**src/rtl/seq_det_ctrl.sv**
```systemverilog
// Session controller for a bit-serial 1110010 sequence detector: serialises
// handshaked words MSB-first, gates the detector reset and counts its hits.
module seq_det_ctrl #(
  parameter int unsigned DATA_W = 8,
  parameter int unsigned CNT_W  = 8
) (
  input  logic              clk,
  input  logic              reset,
  input  logic              start,
  input  logic              abort,
  input  logic [CNT_W-1:0]  max_hits,
  input  logic [DATA_W-1:0] byte_data,
  input  logic              byte_last,
  input  logic              byte_valid,
  output logic              byte_ready,
  output logic              det_in,
  output logic              det_rst_n,
  input  logic              det_out,
  output logic              busy,
  output logic              done,
  output logic              err,
  output logic [CNT_W-1:0]  hit_cnt
);

  localparam int unsigned IDX_W = (DATA_W > 1) ? $clog2(DATA_W) : 1;

  typedef enum logic [2:0] {
    S_IDLE,
    S_ARM,
    S_SHIFT,
    S_DRAIN,
    S_DONE
  } state_t;

  state_t             state, next_state;
  logic [DATA_W-1:0]  shreg;
  logic [IDX_W-1:0]   bit_idx;
  logic               last_seen;
  logic [CNT_W-1:0]   lim;
  logic               boundary, hit_stop, count_en, set_err, load;
  logic [CNT_W:0]     hit_next;

  always_comb begin
    next_state = state;
    byte_ready = 1'b0;
    set_err    = 1'b0;
    boundary   = (state == S_SHIFT) && (bit_idx == '0);
    hit_next   = {1'b0, hit_cnt} + (CNT_W+1)'(1);
    hit_stop   = (lim != '0) && det_out && (hit_next >= {1'b0, lim});
    // abort freezes the counter in the cycle it takes effect
    count_en   = ((state == S_SHIFT) || (state == S_DRAIN)) && det_out && !abort;
    det_in     = (state == S_SHIFT) ? shreg[DATA_W-1] : 1'b0;
    busy       = (state != S_IDLE);
    done       = (state == S_DONE);

    case (state)
      S_IDLE: begin
        if (start) next_state = S_ARM;
      end
      S_ARM: begin
        if (abort) begin
          next_state = S_IDLE;
        end else begin
          byte_ready = 1'b1;
          if (byte_valid) next_state = S_SHIFT;
        end
      end
      S_SHIFT: begin
        if (abort) begin
          next_state = S_IDLE;
        end else if (boundary) begin
          byte_ready = !last_seen && !hit_stop;
          if (byte_valid && byte_ready) next_state = S_SHIFT;
          else if (last_seen)           next_state = S_DRAIN;
          else if (hit_stop)            next_state = S_DONE;
          else begin
            next_state = S_DONE;
            set_err    = 1'b1;
          end
        end else if (hit_stop) begin
          next_state = S_DONE;
        end
      end
      S_DRAIN: next_state = abort ? S_IDLE : S_DONE;
      S_DONE:  next_state = S_IDLE;
      default: next_state = S_IDLE;
    endcase

    load = byte_valid && byte_ready;
  end

  // det_rst_n tracks the next state so the detector leaves reset on the
  // same edge that presents the first bit
  always_ff @(posedge clk or negedge reset) begin
    if (!reset) begin
      state     <= S_IDLE;
      det_rst_n <= 1'b0;
    end else begin
      state     <= next_state;
      det_rst_n <= (next_state == S_SHIFT) || (next_state == S_DRAIN);
    end
  end

  always_ff @(posedge clk or negedge reset) begin
    if (!reset) begin
      shreg     <= '0;
      bit_idx   <= '0;
      last_seen <= 1'b0;
      lim       <= '0;
      hit_cnt   <= '0;
      err       <= 1'b0;
    end else begin
      if ((state == S_IDLE) && start) begin
        lim       <= max_hits;
        hit_cnt   <= '0;
        err       <= 1'b0;
        last_seen <= 1'b0;
      end
      if (load) begin
        shreg     <= byte_data;
        last_seen <= byte_last;
        bit_idx   <= IDX_W'(DATA_W - 1);
      end else if (state == S_SHIFT) begin
        shreg   <= shreg << 1;
        bit_idx <= bit_idx - IDX_W'(1);
      end
      if (set_err) err <= 1'b1;
      if (count_en && (hit_cnt != '1)) hit_cnt <= hit_next[CNT_W-1:0];
    end
  end

endmodule

```
**config.mk**
```make
export PLATFORM = sky130hd
export DESIGN_NAME = seq_det_ctrl
export DESIGN_NICKNAME = d
export VERILOG_FILES = /design/src/rtl/seq_det_ctrl.sv
export SDC_FILE = /design/constraint.sdc
export NUM_CORES = 1
export LEC_CHECK = 0
export CAP_MARGIN = 30
export CORE_MARGIN = 2
export CORE_UTILIZATION = 48
export CTS_BUF_LIST = sky130_fd_sc_hd__clkbuf_4 sky130_fd_sc_hd__clkbuf_8 sky130_fd_sc_hd__clkbuf_16
export DETAILED_ROUTE_END_ITERATION = 10
export HOLD_SLACK_MARGIN = 0.08
export PLACE_DENSITY = 0.84
export SETUP_SLACK_MARGIN = 0.2
export SYNTH_ARGS = -nofsm -noshare
export SYNTH_HDL_FRONTEND = slang
export SYNTH_SLANG_ARGS = --single-unit
```
**constraint.sdc**
```tcl
create_clock -name clk -period 6.4 [get_ports clk]
set_input_delay 1.6 -clock clk [delete_from_list [all_inputs] [get_ports clk]]
set_output_delay 1.6 -clock clk [all_outputs]
set_load 0.05 [all_outputs]
```
Word-level counts from Yosys, hierarchy flattened --
Index checks and enable logic that the tools add are counted.
Operators by class: $lt $le $gt $ge 1, equal/unequal tests 7, add/subtract/negate cells 2, multiplexer cells 30, reduce and logical (&&, ||, !) cells 23
Operator list (count):
- 3-bit 2-to-1 mux | 11
- 8-bit 2-to-1 mux | 4
- 1-bit 2-to-1 mux | 13
- 3-bit by 2-bit == test with 1-bit output, second input constant | 4
- 3-bit case mux with 4 select lines | 1
- 1-bit logical AND | 10
- 8-bit by 1-bit adder with 9-bit output, second input constant | 1
- 9-bit by 8-bit greater-or-equal comparator with 1-bit output | 1
- 8-bit inequality test, second input constant | 1
- 2-bit nonzero test | 4
- 8-bit nonzero test | 1
- 3-bit zero test | 2
- 3-bit by 1-bit == test with 1-bit output, second input constant | 1
- 3-bit == test, second input constant | 1
- 1-bit zero test | 3
- 3-bit nonzero test | 1
- 3-bit by 1-bit subtractor with 3-bit output, second input constant | 1
- 1-bit logical OR | 2
- 1-bit case mux with 2 select lines | 1
Storage, ports and cells: input bits 23, bits in registers 33

Depth between registers and ports, before layout --
Gate-level depths: netlist of the first run.
depth after elaboration 12, gate-level depth with buffers 11, depth with buffers taken out 10

Worst setup path before layout of the first run --
No wires, ideal clock.
path kind register to output, start point reg hit_cnt[0], end point out byte_ready, data arrival time 3.633 ns, stages on the path, launching flop included 11, setup slack 1.167 ns, data required time 4.800 ns, cells stage by stage dfrtp_1 -> ha_1 -> nand3_1 -> nor2_1 -> xor2_1 -> ha_1 -> a21o_1 -> a221oi_1 -> o21a_1 -> a21boi_0 -> o21ai_0
Between the ends: cells in the longest elaborated chain, start to end 8
RTL lines:
- from (decl) | RTL line 22 | output logic [CNT_W-1:0] hit_cnt
- from (signal assigned) | RTL line 128 | if (count_en && (hit_cnt != '1)) hit_cnt <= hit_next[CNT_W-1:0];
- 8-bit by 1-bit adder with 9-bit output | RTL line 48 | hit_next = {1'b0, hit_cnt} + (CNT_W+1)'(1);
- 9-bit by 8-bit greater-or-equal comparator with 1-bit output | RTL line 49 | hit_stop = (lim != '0) && det_out && (hit_next >= {1'b0, lim});
- 1-bit logical AND | RTL line 49
- 1-bit zero test | RTL line 72 | byte_ready = !last_seen && !hit_stop;
- 1-bit logical AND | RTL line 72
- 1-bit 2-to-1 mux | RTL line 71 | end else if (boundary) begin
- 1-bit 2-to-1 mux | RTL line 69 | if (abort) begin
- 1-bit case mux with 2 select lines | RTL line 56 | case (state)
- to (decl) | RTL line 15 | output logic byte_ready,
No other way between the ends.

Worst setup path in the final report of the first run --
start point in det_out, end point out byte_ready
Between the ends: cells in the longest elaborated chain, start to end 7
RTL lines:
- from (decl) | RTL line 18 | input logic det_out,
- 1-bit logical AND (2 in series) | RTL line 49
- 1-bit zero test | RTL line 72
- 1-bit logical AND | RTL line 72
- 1-bit 2-to-1 mux | RTL line 71
- 1-bit 2-to-1 mux | RTL line 69
- 1-bit case mux with 2 select lines | RTL line 56
No other way between the ends.

==> flow_summary.json, run 1 <==
{
  "crit_family": "buffers and inverters",
  "core.rowCount": 23,
  "ys_seq_area_share_pct": 42.9,
  "crit_path_end_kind": "output port",
  "first_iter_violations": 102,
  "portBuffers": 36,
  "setup_viol": 0,
  "syn_inst": 179,
  "postCtsHoldBufs": 0,
  "synthTopCellsByCount": "dfrtp_1, mux2_2, nand2_1, inv_1, ha_1",
  "syn_area_um2": 1930,
  "status": "complete, no violations",
  "die_h_um": 67.3,
  "routedWlPerCell_um": 13.7,
  "start_kind": "primary input",
  "syn_nets": 213,
  "max_freq_ghz": 0.185,
  "design_area_um2": 2420,
  "synth.most_common_cell": "dfrtp_1",
  "hold_path_depth": 2,
  "reg2reg_to": "shreg[7]",
  "grt_pass1_vias": 1406,
  "synth_async_sr_flop_share_pct": 100,
  "dieArea_um2": 4530,
  "grt_max_degree": 34,
  "instances_no_fill": 269,
  "totalPowerFinal_w": 0.000615,
  "power.density_nw_per_um2": 254,
  "use_met3_pct": 7.50,
  "fill_cells": 341,
  "finClkSkew_ps": 3.84,
  "hp-start": "err",
  "cts_inserted_buffers": 5,
  "critical-path-max-stage-delay_ps": 720,
  "fin_crit_sh_pct": 84.7,
  "cts_max_level": 2,
  "drt_first_pass_iters": 4,
  "grt-busiest-layer": "met2",
  "postCtsSetupBuffers": 0,
  "synth.avg_cell_area_um2": 10.8,
  "antenna_left": 0,
  "start_util_pct": 48.8,
  "synth_area_leaders": "dfrtp_1, mux2_2, ha_1, mux2_4, nand2_1",
  "use_met1_pct": 22.4,
  "critical_path_required_ps": 4800,
  "grt_pass1_wl_mm": 6.16,
  "max_slew_margin_pct": 43.6,
  "r2r-start": "hit_cnt[0]",
  "hold_viol_final": 0,
  "cts_buffer_depth": 2,
  "crit_type": "primary input to output port",
  "vdd_drop_max_mv": 0.185,
  "yosys_warnings": 0,
  "area_growth_pct": 25.9,
  "drcViolationCount": 0,
  "ioPinCount": 37,
  "nets": 253,
  "crit_buf_inv": 2,
  "synthFlopType": "dfrtp_1",
  "p_leak_nw": 1.12,
  "grt_overflow": 0,
  "yosys.cell_types.count": 41,
  "placed_cell_area_um2": 2330,
  "clkLatencyLatePin_ps": 290,
  "cp.arrival_ps": 3820,
  "clock_tree.root_cell": "clkbuf_8",
  "cts_sinks": 33,
  "synth_edf_count": 0,
  "ys_ff_latch": 33,
  "worst_pin_slew_ps": 842,
  "n_antenna_cell": 0,
  "multiInputGateArea_um2": 1020,
  "fp.coreArea_um2": 3940,
  "via_count": 1451,
  "synth_top_cell_by_area": "dfrtp_1",
  "gp_congestion": 0.916,
  "met2_usage_pct": 29.6,
  "seq_area_um2": 826,
  "path_cells": "clkdlybuf4s50_1, a21boi_0, a21boi_0, o21ai_0, clkdlybuf4s50_1",
  "tritoncts": "built",
  "wirelength_mm": 3.69,
  "cts_repair_resize_count": 0,
  "layout_min_cycle_time_ps": 5420,
  "grt_use_total_pct": 18.8,
  "cap_violations": 0,
  "antenna_found_initial": 0,
  "startpoint": "det_out",
  "hold_end": "err",
  "fp.dieW_um": 67.3,
  "path_clk_slew_ps": 60,
  "finalSetupTns_ps": 0,
  "final_max_slew_viol_count": 0,
  "cp_max_fo": 4,
  "worst-r2r-setup-slack_ps": 3360,
  "slowest_stage": "clkdlybuf4s50_1",
  "hpwl_mm": 2.66,
  "viasPerCell": 5.39,
  "fin_util_pct": 61.5,
  "place_inst": 262,
  "synth.top_cell.area_share_pct": 42.9,
  "reg2reg_depth": 10,
  "grt_setup_unrepaired": "no",
  "drive_gt1_share_pct": 17.4,
  "hp-class": "flip-flop to flip-flop"
}
## final cells by class
class / instances / share of cell area (%)
Inverter: 13 / 2.01
Sequential cell: 33 / 34.1
Multi-Input combinational cell: 128 / 42.2
Clock buffer: 7 / 3.72
Timing Repair Buffer: 38 / 15.5
Tap cell: 50 / 2.58
## worst max-delay path by stage
| stage | to | slack [ps] | cells past startpoint |
|---|---|---|---|
| 2_1_floorplan | byte_ready | 1170 | 10 |
| 3_3_place_gp | byte_ready | 1020 | 5 |
| 3_5_place_dp | byte_ready | 960 | 5 |
| 4_1_cts | byte_ready | 950 | 5 |
| 5_1_grt | byte_ready | 800 | 11 |
| 6_report | byte_ready | 980 | 5 |
## worst reg2reg max path, delay by kind of cell (launching register included)
family / cells / cell delay (ps)
XOR/XNOR: 1 / 100
AO/OA/AOI/OAI: 3 / 860
flip-flops: 1 / 450
multiplexers: 1 / 410
adder cells (fa/ha/maj): 2 / 560
AND/OR/NAND/NOR: 3 / 560
## cells by family (layout without fill, tap and decap cells)
kind of cell | count (synthesis) | in the layout | share of synthesized area (%)
adders and majority gates | 11 | 11 | 7.15
buffers and inverters | 18 | 58 | 4.03
xor gates and xnor gates | 8 | 8 | 3.64
DFF | 33 | 33 | 42.9
AOI/OAI and AO/OA | 27 | 27 | 10.1
and+or+nand+nor | 57 | 57 | 16.5
muxes | 25 | 25 | 15.7
## stage by stage
| step | worst slack [ps] | hold WS (ps) |
|---|---|---|
| after CTS | 954 | 506 |
| after global placement | 1020 | 470 |
| after floorplan | 1170 | 482 |
| after global routing | 805 | 519 |
| after detailed placement | 955 | 493 |
| final | 982 | 493 |
## cells in the final DEF, fill, tap and decap left out, types with 8 or more instances in the layout
cell	count
nand2_1	16
inv_1	13
o21ai_0	8
dfrtp_1	33
clkdlybuf4s50_1	36
mux2_2	18
nand3_1	8
ha_1	11
## power by group
part	switching (W)	internal [W]	leakage [nW]
Combinational	0.0000695	0.000101	0.663
Sequential	0.0000300	0.000255	0.411
Clock	0.0000698	0.0000893	0.0477
## routing by layer
layer | vias up | part of all wire, %
li1 | 718 | -
met3 | 6 | 6.3
met2 | 39 | 47
met1 | 688 | 44
met4 | 0 | 1.9
met5 | - | 0
## registers in the layout (all words and copies together), names as in the netlist
signal,count
lim,8
hit_cnt,8
shreg,8
det_rst_n,1
bit_idx,3
last_seen,1
state,3
err,1
Power figures use the tool's default switching activity.
==> run 2: changes to the inputs <==
- clock period: 6.4 -> 5 ns (I/O delays scaled with it)
==> run 2 against run 1 <==
Sequential cell count unchanged. Setup slack got worse by 280 ps. Critical path depth increased by 6. Cell area about the same. Die area unchanged. Global-route usage decreased by 0.67 points. Final cell count increased by 0.74%. Non-clock buffer count increased by 1. Critical endpoint unchanged. First-iteration DRC count decreased by 2.0%. Clock-buffer cell count decreased by 1. Highest routed layer unchanged. Register-to-register slack got worse by 1400 ps. Clock power increased by 25%.
==> flow_summary.json, run 2 (synthesized netlist as in run 1, its figures left out) <==
{
  "cap_violations": 0,
  "max_slew_margin_pct": 44.8,
  "max_freq_ghz": 0.233,
  "clock_tree.root_cell": "clkbuf_8",
  "start_kind": "flip-flop",
  "hold_path_depth": 2,
  "wirelength_mm": 3.67,
  "setup_viol": 0,
  "fp.dieW_um": 67.3,
  "routedWlPerCell_um": 13.5,
  "critical-path-max-stage-delay_ps": 460,
  "finClkSkew_ps": 4.55,
  "hp-start": "err",
  "ioPinCount": 37,
  "reg_top3": "hit_cnt x8, lim x8, shreg x8",
  "fp.coreArea_um2": 3940,
  "crit_type": "flip-flop to output port",
  "gp_congestion": 0.776,
  "final_max_slew_viol_count": 0,
  "n_antenna_cell": 0,
  "grt_pass1_vias": 1442,
  "layout_commonest_cell": "clkdlybuf4s50_1",
  "dieArea_um2": 4530,
  "drcViolationCount": 0,
  "via_count": 1465,
  "reg2reg_depth": 10,
  "grt_use_total_pct": 18.1,
  "critical_path_required_ps": 3750,
  "nets": 254,
  "hp-class": "flip-flop to flip-flop",
  "crit_top_cell": "ha_1",
  "hpwl_mm": 2.72,
  "design_area_um2": 2420,
  "cp.arrival_ps": 3050,
  "fill_cells": 324,
  "antenna_found_initial": 0,
  "status": "complete, no violations",
  "start_util_pct": 48.8,
  "cts_inserted_buffers": 5,
  "layout_min_cycle_time_ps": 4300,
  "p_leak_nw": 1.13,
  "crit_family": "compound AO/OA/AOI/OAI gates",
  "slowest_stage": "dfrtp_1",
  "path_clk_slew_ps": 70,
  "r2r-start": "hit_cnt[0]",
  "grt_overflow": 0,
  "hold_end": "err",
  "crit_path_end_kind": "output port",
  "area_growth_pct": 25.9,
  "cts_max_level": 2,
  "worst-r2r-setup-slack_ps": 1970,
  "fin_hold_ws_ps": 495,
  "worst_pin_slew_ps": 825,
  "postCtsSetupBuffers": 0,
  "clkLatencyLatePin_ps": 290,
  "hold_viol_final": 0,
  "drt_first_pass_iters": 4,
  "grt_setup_unrepaired": "no",
  "viasPerCell": 5.41,
  "die_h_um": 67.3,
  "drive_gt1_share_pct": 18.6,
  "crit_buf_inv": 1,
  "tritoncts": "built",
  "antenna_left": 0,
  "cp_max_fo": 7,
  "vdd_drop_max_mv": 0.220,
  "power.density_nw_per_um2": 322,
  "first_iter_violations": 100,
  "reg2reg_to": "shreg[7]",
  "portBuffers": 36,
  "final_cell_mix": "clkdlybuf4s50_1, dfrtp_1, mux2_2",
  "finalSetupTns_ps": 0,
  "grt_pass1_wl_mm": 6.08,
  "core.rowCount": 23,
  "placed_cell_area_um2": 2340,
  "fin_crit_sh_pct": 85.9,
  "totalPowerFinal_w": 0.000781,
  "path_cells": "ha_1, nand3_1, nor2_1, xor2_1, ha_1, and3_1, a221oi_1, o21a_1, a21boi_0, o21ai_1, clkbuf_2",
  "grt_max_degree": 34,
  "cts_sinks": 33,
  "cts_buffer_depth": 2
}
## run 2: per-stage QoR
stage,setup slack (ps),instances,util [%]
floorplan,495,179,-
global placement,468,263,59.4
detailed placement,435,263,59.4
CTS,438,271,61.6
global route,348,271,61.5
finish,704,271,61.5
## run 2: layer usage
layer  part of all wire [%]  routed length (µm)  track usage (%)  vias to the layer above
li1                       -                   -                -                      722
met1                     44                1620             20.8                      700
met2                     48                1770             30.2                       35
met3                    5.5                 203             5.67                        8
met4                    1.9                  70             9.18                        0
met5                      0                   0                0                        -
## run 2: repair_timing
item / CTS / global route
hold buffers: 0 / 0
setup endpoints to repair: 1 / 1
gates resized for setup: 1 / 2
## run 2: where the power goes
part	internal (W)	total, W	switching (W)
logic	0.000128	0.000217	0.0000895
registers	0.000327	0.000366	0.0000389
clock network	0.000102	0.000198	0.0000958
## run 2: worst max path at each step
stage	start	endpoint	cells past startpoint
floorplan	hit_cnt[0]	byte_ready	10
global placement	det_out	byte_ready	5
detailed placement	det_out	byte_ready	5
CTS	hit_cnt[0]	byte_ready	11
global route	hit_cnt[2]	byte_ready	11
finish	hit_cnt[0]	byte_ready	11
## run 2: area by class of cell
type / instances / area [µm²] / share of cell area [%]
sequential: 33 / 826 / 34.1
clock buffer: 6 / 76.3 / 3.15
multi-input combinational: 128 / 1020 / 42.2
clock inverter: 2 / 10.0 / 0.413
inverter: 13 / 48.8 / 2.01
timing repair buffer: 39 / 378 / 15.6
tap: 50 / 62.6 / 2.58
## run 2: worst reg2reg max path: cells and delay by family (launching register included)
kind	cells	cell delay [ps]
compound gates	3	850
xor+xnor	1	100
fa+ha+maj	2	550
flops	1	460
mux	1	410
simple gates	3	540
==> run 3: changes to the inputs <==
- REMOVE_ABC_BUFFERS: default -> 1
==> run 3 against run 2 <==
Non-clock buffer count did not move. Global-route usage rose by 1.0 points. Combinational power hardly changed. Clock-buffer cell count rose by 1. Total power rose by 1.2%. Via count grew 1.1%. Clock power up 3%.
==> flow_summary.json, run 3 (synthesized netlist as in run 1, its figures left out) <==
{
  "dieArea_um2": 4530,
  "reg2reg_depth": 10,
  "hold_viol_final": 0,
  "routedWlPerCell_um": 14.4,
  "antenna_found_initial": 0,
  "n_antenna_cell": 0,
  "clkLatencyLatePin_ps": 280,
  "core.rowCount": 23,
  "area_growth_pct": 26.1,
  "die_h_um": 67.3,
  "status": "complete, no violations",
  "layout_commonest_cell": "clkdlybuf4s50_1",
  "crit_path_end_kind": "output port",
  "nets": 254,
  "start_kind": "flip-flop",
  "cts_max_level": 2,
  "cts_inserted_buffers": 5,
  "grt_pass1_vias": 1412,
  "hold_end": "bit_idx[1]",
  "start_util_pct": 48.8,
  "reg_top3": "hit_cnt x8, lim x8, shreg x8",
  "power.density_nw_per_um2": 326,
  "cts_buffer_depth": 2,
  "worst-r2r-setup-slack_ps": 1910,
  "grt_use_total_pct": 19.1,
  "path_clk_slew_ps": 60,
  "final_max_slew_viol_count": 0,
  "grt_max_degree": 34,
  "cap_violations": 0,
  "r2r-start": "hit_cnt[0]",
  "postCtsHoldBufs": 0,
  "critical_path_required_ps": 3750,
  "vdd_drop_max_mv": 0.254,
  "worst_pin_slew_ps": 876,
  "drive_gt1_share_pct": 18.2,
  "cp_max_fo": 7,
  "final_cell_mix": "clkdlybuf4s50_1, dfrtp_1, mux2_2",
  "crit_type": "flip-flop to output port",
  "p_leak_nw": 1.13,
  "fp.dieW_um": 67.3,
  "ioPinCount": 37,
  "fp.coreArea_um2": 3940,
  "max_slew_margin_pct": 41.4,
  "hpwl_mm": 2.89,
  "wirelength_mm": 3.89,
  "portBuffers": 36,
  "pre_cts_ws_ps": 410,
  "fin_crit_sh_pct": 88.1,
  "finClkSkew_ps": 4.96,
  "grt_overflow": 0,
  "viasPerCell": 5.49,
  "clock_tree.root_cell": "clkbuf_8",
  "grt_pass1_wl_mm": 6.36,
  "layout_min_cycle_time_ps": 4410,
  "antenna_left": 0,
  "setup_viol": 0,
  "grt_setup_unrepaired": "no",
  "drt_first_pass_iters": 4,
  "gp_congestion": 0.838,
  "reg2reg_to": "shreg[7]",
  "max_freq_ghz": 0.227,
  "hp-class": "flip-flop to flip-flop",
  "drcViolationCount": 0,
  "finalSetupTns_ps": 0,
  "first_iter_violations": 92,
  "postCtsSetupBuffers": 0,
  "fin_ws_ps": 593,
  "hold_path_depth": 2,
  "cts_sinks": 33,
  "cp.arrival_ps": 3160,
  "hp-start": "bit_idx[1]",
  "via_count": 1481,
  "tritoncts": "built"
}
[run 3: changes by cell type in the layout (fill, tap and decap cells not counted)]
cell      previous run  this run
clkbuf_8             5         6
clkinv_2             2         0
o21ai_0              7         8
o21ai_1              1         0
[run 3: worst max-delay path, cell delays in order, from the launching register on]
cell	delay, ps
dfrtp_1	460
ha_1	270
nand3_1	180
nor2_1	170
xor2_1	210
ha_1	270
and3_1	200
a221oi_1	250
o21a_1	210
a21boi_0	130
o21ai_0	200
clkbuf_2	310
[run 3: worst max path at each step]
stage,start,end,depth (start not counted)
2_1_floorplan,hit_cnt[0],byte_ready,10
3_3_place_gp,hit_cnt[0],byte_ready,11
3_5_place_dp,hit_cnt[0],byte_ready,11
4_1_cts,hit_cnt[0],byte_ready,11
5_1_grt,hit_cnt[0],byte_ready,11
6_report,hit_cnt[0],byte_ready,11
[run 3: report_power, final]
part | total (W) | internal (W) | switching [W]
clock network | 0.000204 | 0.000114 | 0.0000895
registers | 0.000367 | 0.000327 | 0.0000399
logic | 0.000219 | 0.000128 | 0.0000911
[run 3: final cells by class]
cell class | count | area [µm²]
clock buffer | 7 | 90.1
timing repair buffer | 39 | 378
tap | 50 | 62.6
sequential | 33 | 826
fill | 332 | 1520
multi-input combinational | 128 | 1020
inverter | 13 | 48.8
[run 3: what timing repair did]
action / in CTS / in global routing
gates resized for setup: 1 / 3
gates cloned: 0 / 0
endpoints found under the hold margin: 0 / 0
endpoints found under the setup margin: 1 / 1
[run 3: routing by layer]
| layer | wire, µm | track usage (%) | part of all wire [%] |
|---|---|---|---|
| met2 | 1910 | 31.3 | 49 |
| met3 | 231 | 6.00 | 5.9 |
| met1 | 1680 | 23.4 | 43 |
| met5 | 0 | 0 | 0 |
| met4 | 64 | 7.65 | 1.6 |
[run 3: through the flow]
stage	cell area (µm²)	util [%]	cells	hold slack [ps]	power, W
after floorplan	1900	-	174	483	0.000524
after global placement	2340	59.4	263	469	0.000581
after detailed placement	2340	59.4	263	499	0.000594
after CTS	2430	61.7	270	520	0.000801
after global routing	2430	61.6	270	543	0.000841
final	2430	61.6	270	518	0.000790
